<file path="src/rtl/hex_display_arbiter_if.sv">
// hex_display_arbiter_if
// Bundles the requester-side signals of the display arbiter.
//
// Handshake: requester i raises req[i] (a level) with req_value/req_blank
// slice i stable; the arbiter answers with a one-cycle gnt[i] pulse on the
// edge it captures that slice. req/data must stay stable until gnt[i] is
// seen. Dropping req[i] in the gnt cycle releases the display. Holding it
// requests another update, which competes round-robin after the dwell.
//
// Signals:
//   req        [2:0]   request level per requester
//   req_value  [71:0]  requester i value at [24i+23:24i], nibble d -> HEXd
//   req_blank  [17:0]  requester i blank mask at [6i+5:6i], bit d blanks HEXd
//   gnt        [2:0]   one-hot grant pulse
//   owner      [1:0]   requester currently shown, 2'd3 = none
//   busy               dwell timer running
// Modports: master = requester side, slave = arbiter side.
interface hex_display_arbiter_if;
    logic [2:0]  req;
    logic [71:0] req_value;
    logic [17:0] req_blank;
    logic [2:0]  gnt;
    logic [1:0]  owner;
    logic        busy;

    modport master (output req, req_value, req_blank, input gnt, owner, busy);
    modport slave  (input req, req_value, req_blank, output gnt, owner, busy);
endinterface

</file>
<file path="src/rtl/hex_display_arbiter.sv">
// hex_display_arbiter
// Shares six 7-segment digits between three requesters. Grants round-robin,
// latches and decodes the winner's value onto HEX0-HEX5, then holds it for
// HOLD_CYCLES cycles before arbitrating again. All outputs are registered,
// so there is no combinational path from req to any output.
//
// Ports:
//   CLOCK_50    system clock, rising edge
//   reset       synchronous, active-high
//   bus         requester interface (slave modport)
//   HEX0..HEX5  active-low segments, bit0=a .. bit6=g, bit7=DP (always off)
//   state_dbg   current FSM state (0 = READY, 1 = HOLD)
module hex_display_arbiter #(
    parameter int HOLD_CYCLES = 50_000_000
) (
    input  logic                  CLOCK_50,
    input  logic                  reset,
    hex_display_arbiter_if.slave  bus,
    output logic [7:0]            HEX0,
    output logic [7:0]            HEX1,
    output logic [7:0]            HEX2,
    output logic [7:0]            HEX3,
    output logic [7:0]            HEX4,
    output logic [7:0]            HEX5,
    output logic                  state_dbg
);
    // HOLD_CYCLES-1 always fits in clog2(HOLD_CYCLES) bits.
    localparam int CW = (HOLD_CYCLES > 1) ? $clog2(HOLD_CYCLES) : 1;

    typedef enum logic {READY = 1'b0, HOLD = 1'b1} state_t;

    state_t          state, state_d;
    logic [CW-1:0]   cnt, cnt_d;
    logic [1:0]      ptr, ptr_d;
    logic [1:0]      owner_q, owner_d;
    logic [2:0]      gnt_q, gnt_d;
    logic [5:0][7:0] hex_q, hex_d;

    logic [1:0]      win;
    logic [23:0]     win_value;
    logic [5:0]      win_blank;

    function automatic logic [7:0] seg_decode(input logic [3:0] n, input logic blank);
        logic [7:0] s;
        case (n)
            4'h0: s = 8'hC0;  4'h1: s = 8'hF9;  4'h2: s = 8'hA4;  4'h3: s = 8'hB0;
            4'h4: s = 8'h99;  4'h5: s = 8'h92;  4'h6: s = 8'h82;  4'h7: s = 8'hF8;
            4'h8: s = 8'h80;  4'h9: s = 8'h90;  4'hA: s = 8'h88;  4'hB: s = 8'h83;
            4'hC: s = 8'hC6;  4'hD: s = 8'hA1;  4'hE: s = 8'h86;  default: s = 8'h8E;
        endcase
        return blank ? 8'hFF : s;
    endfunction

    // First set request searching ptr, ptr+1, ptr+2 (mod 3). ptr never holds 3.
    function automatic logic [1:0] rr_pick(input logic [2:0] r, input logic [1:0] p);
        logic [1:0] w;
        case (p)
            2'd0:    w = r[0] ? 2'd0 : (r[1] ? 2'd1 : 2'd2);
            2'd1:    w = r[1] ? 2'd1 : (r[2] ? 2'd2 : 2'd0);
            default: w = r[2] ? 2'd2 : (r[0] ? 2'd0 : 2'd1);
        endcase
        return w;
    endfunction

    always_ff @(posedge CLOCK_50) begin
        if (reset) begin
            state   <= READY;
            cnt     <= '0;
            ptr     <= 2'd0;
            owner_q <= 2'd3;
            gnt_q   <= 3'b000;
            hex_q   <= {6{8'hFF}};
        end else begin
            state   <= state_d;
            cnt     <= cnt_d;
            ptr     <= ptr_d;
            owner_q <= owner_d;
            gnt_q   <= gnt_d;
            hex_q   <= hex_d;
        end
    end

    always_comb begin
        state_d   = state;
        cnt_d     = cnt;
        ptr_d     = ptr;
        owner_d   = owner_q;
        hex_d     = hex_q;
        gnt_d     = 3'b000;
        win       = 2'd0;
        win_value = '0;
        win_blank = '0;
        case (state)
            READY: begin
                if (|bus.req) begin
                    win = rr_pick(bus.req, ptr);
                    case (win)
                        2'd0:    begin win_value = bus.req_value[23:0];  win_blank = bus.req_blank[5:0];   end
                        2'd1:    begin win_value = bus.req_value[47:24]; win_blank = bus.req_blank[11:6];  end
                        default: begin win_value = bus.req_value[71:48]; win_blank = bus.req_blank[17:12]; end
                    endcase
                    for (int d = 0; d < 6; d++) begin
                        hex_d[d] = seg_decode(win_value[4*d +: 4], win_blank[d]);
                    end
                    gnt_d   = 3'b001 << win;
                    owner_d = win;
                    ptr_d   = (win == 2'd2) ? 2'd0 : win + 2'd1;
                    cnt_d   = CW'(HOLD_CYCLES - 1);
                    state_d = HOLD;
                end
            end
            HOLD: begin
                // Counter reaching zero ends the dwell; requests are ignored meanwhile.
                if (cnt == '0) state_d = READY;
                else           cnt_d   = cnt - 1'b1;
            end
            default: state_d = READY;
        endcase
    end

    assign bus.gnt   = gnt_q;
    assign bus.owner = owner_q;
    assign bus.busy  = (state == HOLD);
    assign state_dbg = (state == HOLD);

    assign HEX0 = hex_q[0];
    assign HEX1 = hex_q[1];
    assign HEX2 = hex_q[2];
    assign HEX3 = hex_q[3];
    assign HEX4 = hex_q[4];
    assign HEX5 = hex_q[5];
endmodule

</file>
<file path="src/flat_wrapper.sv">
// flat-port wrapper written by rule: the top's interface ports become plain ports
module hex_display_arbiter_flat 
#(
    parameter int HOLD_CYCLES = 50_000_000
)
  (CLOCK_50, reset, HEX0, HEX1, HEX2, HEX3, HEX4, HEX5, state_dbg, bus_req, bus_req_value, bus_req_blank, bus_gnt, bus_owner, bus_busy);
  hex_display_arbiter_if bus_i ();
  input  logic CLOCK_50;
  input  logic reset;
  output logic [7:0] HEX0;
  output logic [7:0] HEX1;
  output logic [7:0] HEX2;
  output logic [7:0] HEX3;
  output logic [7:0] HEX4;
  output logic [7:0] HEX5;
  output logic state_dbg;
  input wire logic [$bits(bus_i.req)-1:0] bus_req;
  input wire logic [$bits(bus_i.req_value)-1:0] bus_req_value;
  input wire logic [$bits(bus_i.req_blank)-1:0] bus_req_blank;
  output wire logic [$bits(bus_i.gnt)-1:0] bus_gnt;
  output wire logic [$bits(bus_i.owner)-1:0] bus_owner;
  output wire logic [$bits(bus_i.busy)-1:0] bus_busy;
  assign bus_i.req = bus_req;
  assign bus_i.req_value = bus_req_value;
  assign bus_i.req_blank = bus_req_blank;
  assign bus_gnt = bus_i.gnt;
  assign bus_owner = bus_i.owner;
  assign bus_busy = bus_i.busy;
  hex_display_arbiter #(.HOLD_CYCLES(HOLD_CYCLES)) u_core (.CLOCK_50(CLOCK_50), .reset(reset), .bus(bus_i), .HEX0(HEX0), .HEX1(HEX1), .HEX2(HEX2), .HEX3(HEX3), .HEX4(HEX4), .HEX5(HEX5), .state_dbg(state_dbg));
endmodule
</file>
<file path="config.mk">
export PLATFORM = sky130hd
export DESIGN_NAME = hex_display_arbiter_flat
export DESIGN_NICKNAME = d
export VERILOG_FILES = /design/src/rtl/hex_display_arbiter_if.sv /design/src/rtl/hex_display_arbiter.sv /design/src/flat_wrapper.sv
export SDC_FILE = /design/constraint.sdc
export NUM_CORES = 1
export LEC_CHECK = 0
export CORE_MARGIN = 8
export CORE_UTILIZATION = 46
export CTS_CLUSTER_DIAMETER = 60
export DETAILED_ROUTE_END_ITERATION = 12
export PLACE_DENSITY = 0.77
export SLEW_MARGIN = 0
export SYNTH_ARGS = -nofsm -noshare
export SYNTH_HDL_FRONTEND = slang
export SYNTH_SLANG_ARGS = --single-unit
</file>
<file path="constraint.sdc">
create_clock -name CLOCK_50 -period 4.8 [get_ports CLOCK_50]
set_clock_uncertainty 0.05 [all_clocks]
set_input_delay 1.44 -clock CLOCK_50 [delete_from_list [all_inputs] [get_ports CLOCK_50]]
set_output_delay 1.44 -clock CLOCK_50 [all_outputs]
set_load 0.02 [all_outputs]
</file>
---- Yosys cells after proc, flatten, opt, wreduce, memory -nomap -nowiden ----
Memory sizes are Yosys's and may differ from the RTL's.
Index checks and enable logic that the tools add are counted.
operators by class
  add/subtract/negate cells ............... 2
  equal/unequal tests ..................... 5
  shifts and indexed selects .............. 1
  mux-type cells .......................... 28
  bitwise logic cells ..................... 2
  reductions and logical operators ........ 7
operator list
  kind                                                 count
  2-to-1 mux 26 bit                                    2
  case mux 26 bit (2 select lines)                     1
  2-to-1 mux 24 bit                                    2
  2-to-1 mux 8 bit                                     6
  case mux 24 bit (2 select lines)                     1
  zero test 26 bit                                     1
  subtractor 26 x 1 -> 26 bit (second input constant)  1
  2-to-1 mux 2 bit                                     8
  2-to-1 mux 6 bit                                     2
  case mux 6 bit (2 select lines)                      1
  OR reduction 3 bit                                   2
  == test 2 x 1 -> 1 bit (second input constant)       2
  zero test 2 bit                                      2
  case mux 2 bit (2 select lines)                      1
  AND reduction 2 bit                                  2
  2-to-1 mux 1 bit                                     3
  left shift 1 x 2 -> 3 bit (first input constant)     1
  adder 2 x 1 -> 2 bit (second input constant)         1
  == test 2 bit (second input constant)                1
  != test 2 x 1 -> 1 bit (second input constant)       1
  != test 2 bit (second input constant)                1
  NOT 1 bit                                            2
  case mux 1 bit (2 select lines)                      1
storage, ports and cells
  register bits ........................... 82
  memory bits (read-only) ................. 672
  bits of input ports ..................... 95
  output and inout port bits .............. 55
  word-level logic and storage cells ...... 62
  memories kept ........................... 6
memories
  memory           words  bits a word  read ports  clocked after Yosys merged registers in  wr ports  RTL line                   RTL
  (no name shown)  16     7            1           0                                        0         hex_display_arbiter.sv:45  case (n)
  (no name shown)  16     7            1           0                                        0         hex_display_arbiter.sv:45
  (no name shown)  16     7            1           0                                        0         hex_display_arbiter.sv:45
  (no name shown)  16     7            1           0                                        0         hex_display_arbiter.sv:45
  (no name shown)  16     7            1           0                                        0         hex_display_arbiter.sv:45
  (no name shown)  16     7            1           0                                        0         hex_display_arbiter.sv:45

---- Logic depth before layout (Yosys ltp) ----
Gate-level depths: netlist of run 1.
An unclocked memory read counts as a cell.
  word-level depth ........................ 11
  gate-level depth with buffers ........... 11
  depth with buffers taken out ............ 9

---- Least setup slack after synthesis of run 1 ----
No wires, ideal clock.
  kind .................................... input-to-reg
  start ................................... input bus_req[2]
  end ..................................... register u_core.hex_q (netlist bit u_core.HEX3[3])
  setup time .............................. 0.142 ns
  data arrival time ....................... 3.721 ns
  required time ........................... 4.608 ns
  setup slack ............................. 0.887 ns
  stages on the path ...................... 11
  buffers on the path ..................... 2
  cells stage by stage .................... buf_2 or3b_1 a21o_1 nand2_1 buf_2 a222oi_1 inv_1 ha_1 a21boi_0 a2111oi_0 a311oi_1
on the way
  word-level cells in the longest chain between the ends .. 11
  elaborated cells between the ends (all ways) .. 18
  those cells by class .................... 1 x eq/ne; 13 x mux; 3 x reduce/logical; 1 x memory
RTL lines
  what                                                       RTL line                   RTL
  from (decl)                                                flat_wrapper.sv:17         input wire logic [$bits(bus_i.req)-1:0] bus_req;
  2-to-1 mux 2 bit (2 in a row)                              hex_display_arbiter.sv:59  2'd1: w = r[1] ? 2'd1 : (r[2] ? 2'd2 : 2'd0);
  case mux 2 bit (2 select lines)                            hex_display_arbiter.sv:57  case (p)
  2-to-1 mux 2 bit                                           hex_display_arbiter.sv:95  if (|bus.req) begin
  2-to-1 mux 2 bit                                           hex_display_arbiter.sv:93  case (state)
  == test 2 x 1 -> 1 bit or zero test 2 bit (tied branches)  hex_display_arbiter.sv:97  case (win)
  case mux 24 bit (2 select lines)                           hex_display_arbiter.sv:97
  2-to-1 mux 24 bit                                          hex_display_arbiter.sv:95
  2-to-1 mux 24 bit                                          hex_display_arbiter.sv:93
  memory (16 x 7 bit)                                        -
  2-to-1 mux 8 bit                                           hex_display_arbiter.sv:51  return blank ? 8'hFF : s;
  to (signal assigned)                                       hex_display_arbiter.sv:72  hex_q <= {6{8'hFF}};
  to (decl)                                                  hex_display_arbiter.sv:37  logic [5:0][7:0] hex_q, hex_d;
Several ways; a longest one is shown, not always the timed one. The select of a mux whose other input is x is not followed.
A chain may end at the register's enable or synchronous reset.

---- Worst setup path after layout of run 1 ----
  start ................................... input bus_req[2]
  end ..................................... register u_core.hex_q (netlist bit u_core.HEX5[3])
Same word-level chain as after synthesis.

==> impl_metrics.json, run 1 <==
{
  "postSynth.asyncResetShare_pct": 0,
  "netlist_instances": 667,
  "insertion_delay_ns": 0.35,
  "die_area_um2": 15400,
  "first_pass_iters": 6,
  "initial_utilization_pct": 46.9,
  "cts_tree": "done",
  "drtAntennaViolNets": 0,
  "post-route-util_pct": 63.8,
  "crit_arrival_ns": 4.48,
  "rsz0062_at_grt": "no",
  "yosys_warnings": 0,
  "status": "completed",
  "cts_buffers": 9,
  "drt_wl_total_um": 18000,
  "grt_usage_pct": 23.4,
  "nets": 936,
  "pwr-share-seq_pct": 30.8,
  "synth.distinct_cells": 63,
  "place_hpwl_um": 13800,
  "post-route-min-period_ns": 4.31,
  "route.vias.total": 5752,
  "holdPathStages": 1,
  "p_per_area_nw_per_um2": 351,
  "cts.hold.buffers_added": 0,
  "drc": 0,
  "leakagePower_nw": 2.82,
  "timing.fmax_mhz": 232,
  "place_area_um2": 6960,
  "synth_edf_count": 0,
  "cts-resized-gates": 0,
  "place.gp.congestion": 0.952,
  "htreeDepth": 3,
  "whs_ns": 0.437,
  "worst_pin_slew_ns": 0.777,
  "cp-end-kind": "flop",
  "finalSetupViolations": 0,
  "cp.required_ns": 4.96,
  "final_area_um2": 7290,
  "dieHeight_um": 124,
  "slew_headroom_pct": 48.2,
  "critical_path_class": "in -> reg",
  "syn_avg_cell_area_um2": 8.03,
  "io_buffers": 143,
  "synthToLayoutAreaGrowth_pct": 36.0,
  "power.share.clock_pct": 29.6,
  "grt_pass1_wl_um": 28200,
  "p_int_mw": 1.64,
  "combPwrFrac_pct": 39.6,
  "core-area_um2": 11400,
  "vdd_drop_max_uv": 218,
  "num_rows": 39,
  "clockRootBuffer": "clkbuf_16",
  "place_ws_ns": 0.193,
  "antenna_found_initial": 2,
  "worst_slack_ns": 0.486,
  "synth_ff_type": "dfxtp_1",
  "swShare_pct": 35.9,
  "hold_violations": 0,
  "drt-initial-drc-count": 447,
  "syn-cell-area_um2": 5360,
  "nFillCells": 990,
  "cts_buffer_depth": 2,
  "tns_ns": 0,
  "post-place-cells": 935,
  "vias_per_cell": 6.04,
  "die_width_um": 124,
  "drv_slew": 0,
  "hp-class": "reg -> reg",
  "ys_seq_area_share_pct": 28.4,
  "wl_per_cell_um": 18.9,
  "num_io_pins": 150,
  "globalRouteOverflowTotal": 0,
  "final_cell_count_no_fill": 953,
  "reg2reg_depth": 8,
  "post_cts_buffers": 0,
  "ys_seq_elements": 76,
  "path_max_fanout": 16,
  "grt_pass1_vias": 5539,
  "period_share_pct": 89.9,
  "clk_pin_slew_ns": 0.06,
  "p_sw_mw": 0.920,
  "drive_gt1_share_pct": 8.54,
  "grt_max_degree": 39,
  "power_mw": 2.56,
  "cts.sinks": 76,
  "maxCapViolations": 0,
  "critPathLaunchType": "primary input"
}
==> synthesized netlist by cell type, drive strengths merged (3+ instances only) <==
library cell | n | area, um^2
inv | 43 | 161
nor2b | 8 | 50.1
nor2 | 67 | 259
o21ai | 46 | 230
nand3b | 6 | 45.0
buf | 23 | 138
a21oi | 47 | 235
nand3 | 11 | 55.1
a21o | 3 | 22.5
o211a | 6 | 60.1
nand2b | 3 | 18.8
nor3 | 28 | 140
clkbuf | 26 | 97.6
dfxtp | 76 | 1520
or4 | 4 | 30.0
o211ai | 14 | 105
a21boi | 17 | 128
a211oi | 10 | 75.1
o31ai | 7 | 52.6
or2 | 12 | 75.1
nor4 | 6 | 37.5
a221oi | 7 | 61.3
ha | 38 | 475
xor2 | 11 | 96.3
a2111oi | 17 | 149
xnor2 | 10 | 87.6
nand2 | 19 | 71.3
o22ai | 13 | 81.3
a31oi | 20 | 125
a311oi | 3 | 26.3
a222oi | 12 | 120
a221o | 6 | 60.1
o221ai | 12 | 105
o32a | 5 | 50.1
mux2 | 7 | 78.8
==> metal layers <==
metal / track usage (%) / vias up / routed length, um
met2: 39.1 / 223 / 8610
met5: 0 / - / 0
li1: - / 2783 / -
met4: 12.0 / 0 / 565
met3: 4.90 / 34 / 1190
met1: 27.8 / 2712 / 7630
==> power groups by stage <==
stage                     sequential (mW)  combinational, mW  clock, mW
after floorplan                     0.863              0.537          0
after global placement              0.794              0.982          0
after detailed placement            0.799              0.999          0
after CTS                           0.786               1.01      0.773
after global routing                0.796               1.10      0.797
final                               0.788               1.01      0.758
==> critical path: stages <==
cell and delay, ns:
clkdlybuf4s50_1 0.54, or3b_1 0.44, a21o_1 0.21, nand2_1 0.52
a222oi_1 0.28, buf_4 0.22, ha_1 0.31, a21oi_1 0.04
a2111oi_0 0.39, nor3_1 0.09
==> final timing paths <==
check | startpoint | to | slack (ns)
max | bus_req[2] | u_core.HEX5[3] | 0.49
min | u_core.HEX1[4] | u_core.HEX1[4] | 0.44
max reg2reg | u_core.ptr[1] | u_core.HEX2[3] | 1.63
min reg2reg | u_core.HEX1[4] | u_core.HEX1[4] | 0.44
==> flip-flops by register name (all words and copies together), names as in the netlist <==
name / count
u_core.HEX5: 7
u_core.HEX4: 7
u_core.HEX1: 7
u_core.bus.busy: 1
u_core.HEX3: 7
u_core.HEX2: 7
u_core.cnt: 26
u_core.ptr: 2
u_core.HEX0: 7
u_core.bus.gnt: 3
u_core.bus.owner: 2
==> layout make-up <==
| class | instances | area (um^2) | area share (%) |
|---|---|---|---|
| Multi-Input combinational cell | 504 | 3470 | 47.6 |
| Timing Repair Buffer | 169 | 1630 | 22.3 |
| Sequential cell | 76 | 1520 | 20.9 |
| Clock buffer | 11 | 243 | 3.33 |
| Tap cell | 143 | 179 | 2.45 |
| Inverter | 43 | 161 | 2.21 |
| Clock inverter | 5 | 85.1 | 1.17 |
| Antenna cell | 2 | 5.00 | 0.0687 |
==> cells in the final DEF, fill, tap and decap left out, drive strengths merged, types with 3 or more instances in the layout <==
cell type | synthesis | layout
o21ai | 46 | 46
clkdlybuf4s50 | 0 | 143
a2111oi | 17 | 17
o32a | 5 | 5
buf | 23 | 26
or2 | 12 | 12
nand3b | 6 | 6
ha | 38 | 38
xor2 | 11 | 11
nor3 | 28 | 28
or4 | 4 | 4
o211a | 6 | 6
a221o | 6 | 6
a21boi | 17 | 17
nor4 | 6 | 6
xnor2 | 10 | 10
conb | 1 | 6
o221ai | 12 | 12
a21oi | 47 | 47
a21o | 3 | 3
nor2 | 67 | 67
inv | 43 | 43
a311oi | 3 | 3
nand2b | 3 | 3
dfxtp | 76 | 76
nor2b | 8 | 8
a222oi | 12 | 12
nand3 | 11 | 11
a211oi | 10 | 10
a221oi | 7 | 7
o22ai | 13 | 13
nand2 | 19 | 19
mux2 | 7 | 7
o31ai | 7 | 7
o211ai | 14 | 14
a31oi | 20 | 20
clkbuf | 26 | 11
==> kinds of logic after synthesis <==
kind of cell / count (synthesis) / synth area share [%]
compound gates: 254 / 33.4
simple gates: 177 / 16.8
buf+inv: 92 / 7.40
flops: 76 / 28.4
fa+ha+maj: 38 / 8.87
xor+xnor: 21 / 3.43
mux: 8 / 1.66
other cells: 1 / 0.0700
(Power assumes the default switching activity.)
==> run 2, diff against run 1 <==
PLACE_DENSITY = not set   (was 0.77)
PLACE_DENSITY_LB_ADDON = 0.15   (was not set)
==> run 2 against run 1 <==
Against the previous run:
- via count decreased by 0.61%
- sequential power about the same
- critical endpoint is now u_core.HEX3[3]
- utilization decreased by 0.32 points
- final cell count decreased by 0.31%
- clock power decreased by 7.5%
- register-to-register slack got worse by 0.08 ns
- sequential share of layout area increased by 0.10 points
- setup slack got worse by 0.019 ns
- hold slack got worse by 0.0053 ns
- sequential cell count unchanged
==> impl_metrics.json, run 2 (synthesis results as in run 1) <==
{
  "status": "completed",
  "grt_pass1_vias": 5554,
  "core-area_um2": 11400,
  "path_max_fanout": 13,
  "largest_register_ffs": 26,
  "period_share_pct": 90.3,
  "hp-class": "reg -> reg",
  "grt_usage_pct": 23.4,
  "cts_buffers": 9,
  "clk_pin_slew_ns": 0.06,
  "crit_arrival_ns": 4.52,
  "synthToLayoutAreaGrowth_pct": 35.3,
  "drive_gt1_share_pct": 8.43,
  "rsz0062_at_grt": "no",
  "area.sequential_um2": 1520,
  "cts.sinks": 76,
  "timing.fmax_mhz": 231,
  "hold_violations": 0,
  "regMostFlops": "u_core.cnt",
  "place_hpwl_um": 13700,
  "initial_utilization_pct": 46.9,
  "wl_per_cell_um": 19.3,
  "drt-initial-drc-count": 580,
  "first_pass_iters": 5,
  "dieHeight_um": 124,
  "multi_input_area_um2": 3470,
  "final_common_cell": "clkdlybuf4s50_1",
  "num_rows": 39,
  "cts_tree": "done",
  "insertion_delay_ns": 0.34,
  "cp-end-kind": "flop",
  "post-route-min-period_ns": 4.33,
  "cts.hold.buffers_added": 0,
  "vias_per_cell": 6.02,
  "nets": 935,
  "grt_use_met2_pct": 38.2,
  "route.vias.total": 5717,
  "die_area_um2": 15400,
  "cts-resized-gates": 0,
  "nFillCells": 1045,
  "clockRootBuffer": "clkbuf_16",
  "n_antenna_cell": 0,
  "vdd_drop_max_uv": 280,
  "cts_buffer_depth": 2,
  "p_per_area_nw_per_um2": 346,
  "post_cts_buffers": 0,
  "grt_max_degree": 29,
  "cp.required_ns": 4.99,
  "grt.busiest_layer": "met2",
  "io_buffers": 143,
  "drt_wl_total_um": 18300,
  "maxCapViolations": 0,
  "die_width_um": 124,
  "critPathLaunchType": "primary input",
  "drtAntennaViolNets": 0,
  "drc": 0,
  "leakagePower_nw": 2.79,
  "num_io_pins": 150,
  "slew_headroom_pct": 35.3,
  "antenna_found_initial": 0,
  "drv_slew": 0,
  "post-route-util_pct": 63.5,
  "grt_pass1_wl_um": 28500,
  "finalSetupViolations": 0,
  "place.gp.congestion": 0.914,
  "htreeDepth": 3,
  "grt_use_met3_pct": 6.17,
  "tns_ns": 0,
  "use_met1_pct": 29.7,
  "globalRouteOverflowTotal": 0,
  "worst_pin_slew_ns": 0.968,
  "critical_path_class": "in -> reg",
  "final_cell_mix": "clkdlybuf4s50_1, dfxtp_1, nor2_1"
}
-- run 2: cell count changes in the layout (fill, tap and decap cells not counted) --
cell,change
clkinvlp_4,+2
diode_2,-2
buf_4,-1
bufinv_16,-1
clkinv_4,-1
-- run 2: worst max-delay path, cell delays in order --
cell	delay, ns
clkdlybuf4s50_1	0.57
or3b_1	0.46
a21o_1	0.20
nand2_1	0.26
buf_4	0.28
a222oi_1	0.14
inv_1	0.18
ha_1	0.18
a21boi_0	0.37
a2111oi_0	0.14
a311oi_1	0.28
-- run 2: layout make-up --
class / instances / area share (%)
Multi-Input combinational cell: 504 / 47.8
Clock inverter: 5 / 0.845
Tap cell: 143 / 2.47
Timing Repair Buffer: 168 / 22.3
Inverter: 43 / 2.23
Clock buffer: 11 / 3.35
Sequential cell: 76 / 21.0
-- run 2: per-stage QoR --
stage / total power, mW / cell area (um^2) / instances / setup slack [ns] / hold slack, ns
after floorplan: 1.40 / 5380 / 672 / 0.887 / 0.396
after global placement: 1.79 / 6950 / 934 / 0.287 / 0.408
after detailed placement: 1.80 / 6950 / 934 / 0.166 / 0.413
after CTS: 2.51 / 7250 / 950 / 0.526 / 0.436
after global routing: 2.64 / 7250 / 950 / 0.206 / 0.450
final: 2.51 / 7250 / 950 / 0.467 / 0.432
-- run 2: routing by layer --
layer	share of wire, %	wire, um	vias to the layer above
met5	0	0	-
met4	1.7	305	0
met3	8.7	1590	22
met2	46	8350	241
met1	44	8080	2676
li1	-	-	2778
-- run 2: where the power goes --
group	total, mW	switching [mW]	internal [mW]
Clock	0.701	0.283	0.418
Sequential	0.787	0.0696	0.718
Combinational	1.02	0.570	0.448
-- run 2: final timing paths --
path,start,endpoint,slack (ns),depth (start not counted)
setup / recovery,bus_req[2],u_core.HEX3[3],0.47,11
hold / removal,u_core.HEX1[4],u_core.HEX1[4],0.43,1
setup reg to reg,u_core.ptr[1],u_core.HEX3[3],1.55,8
hold reg to reg,u_core.HEX1[4],u_core.HEX1[4],0.43,1
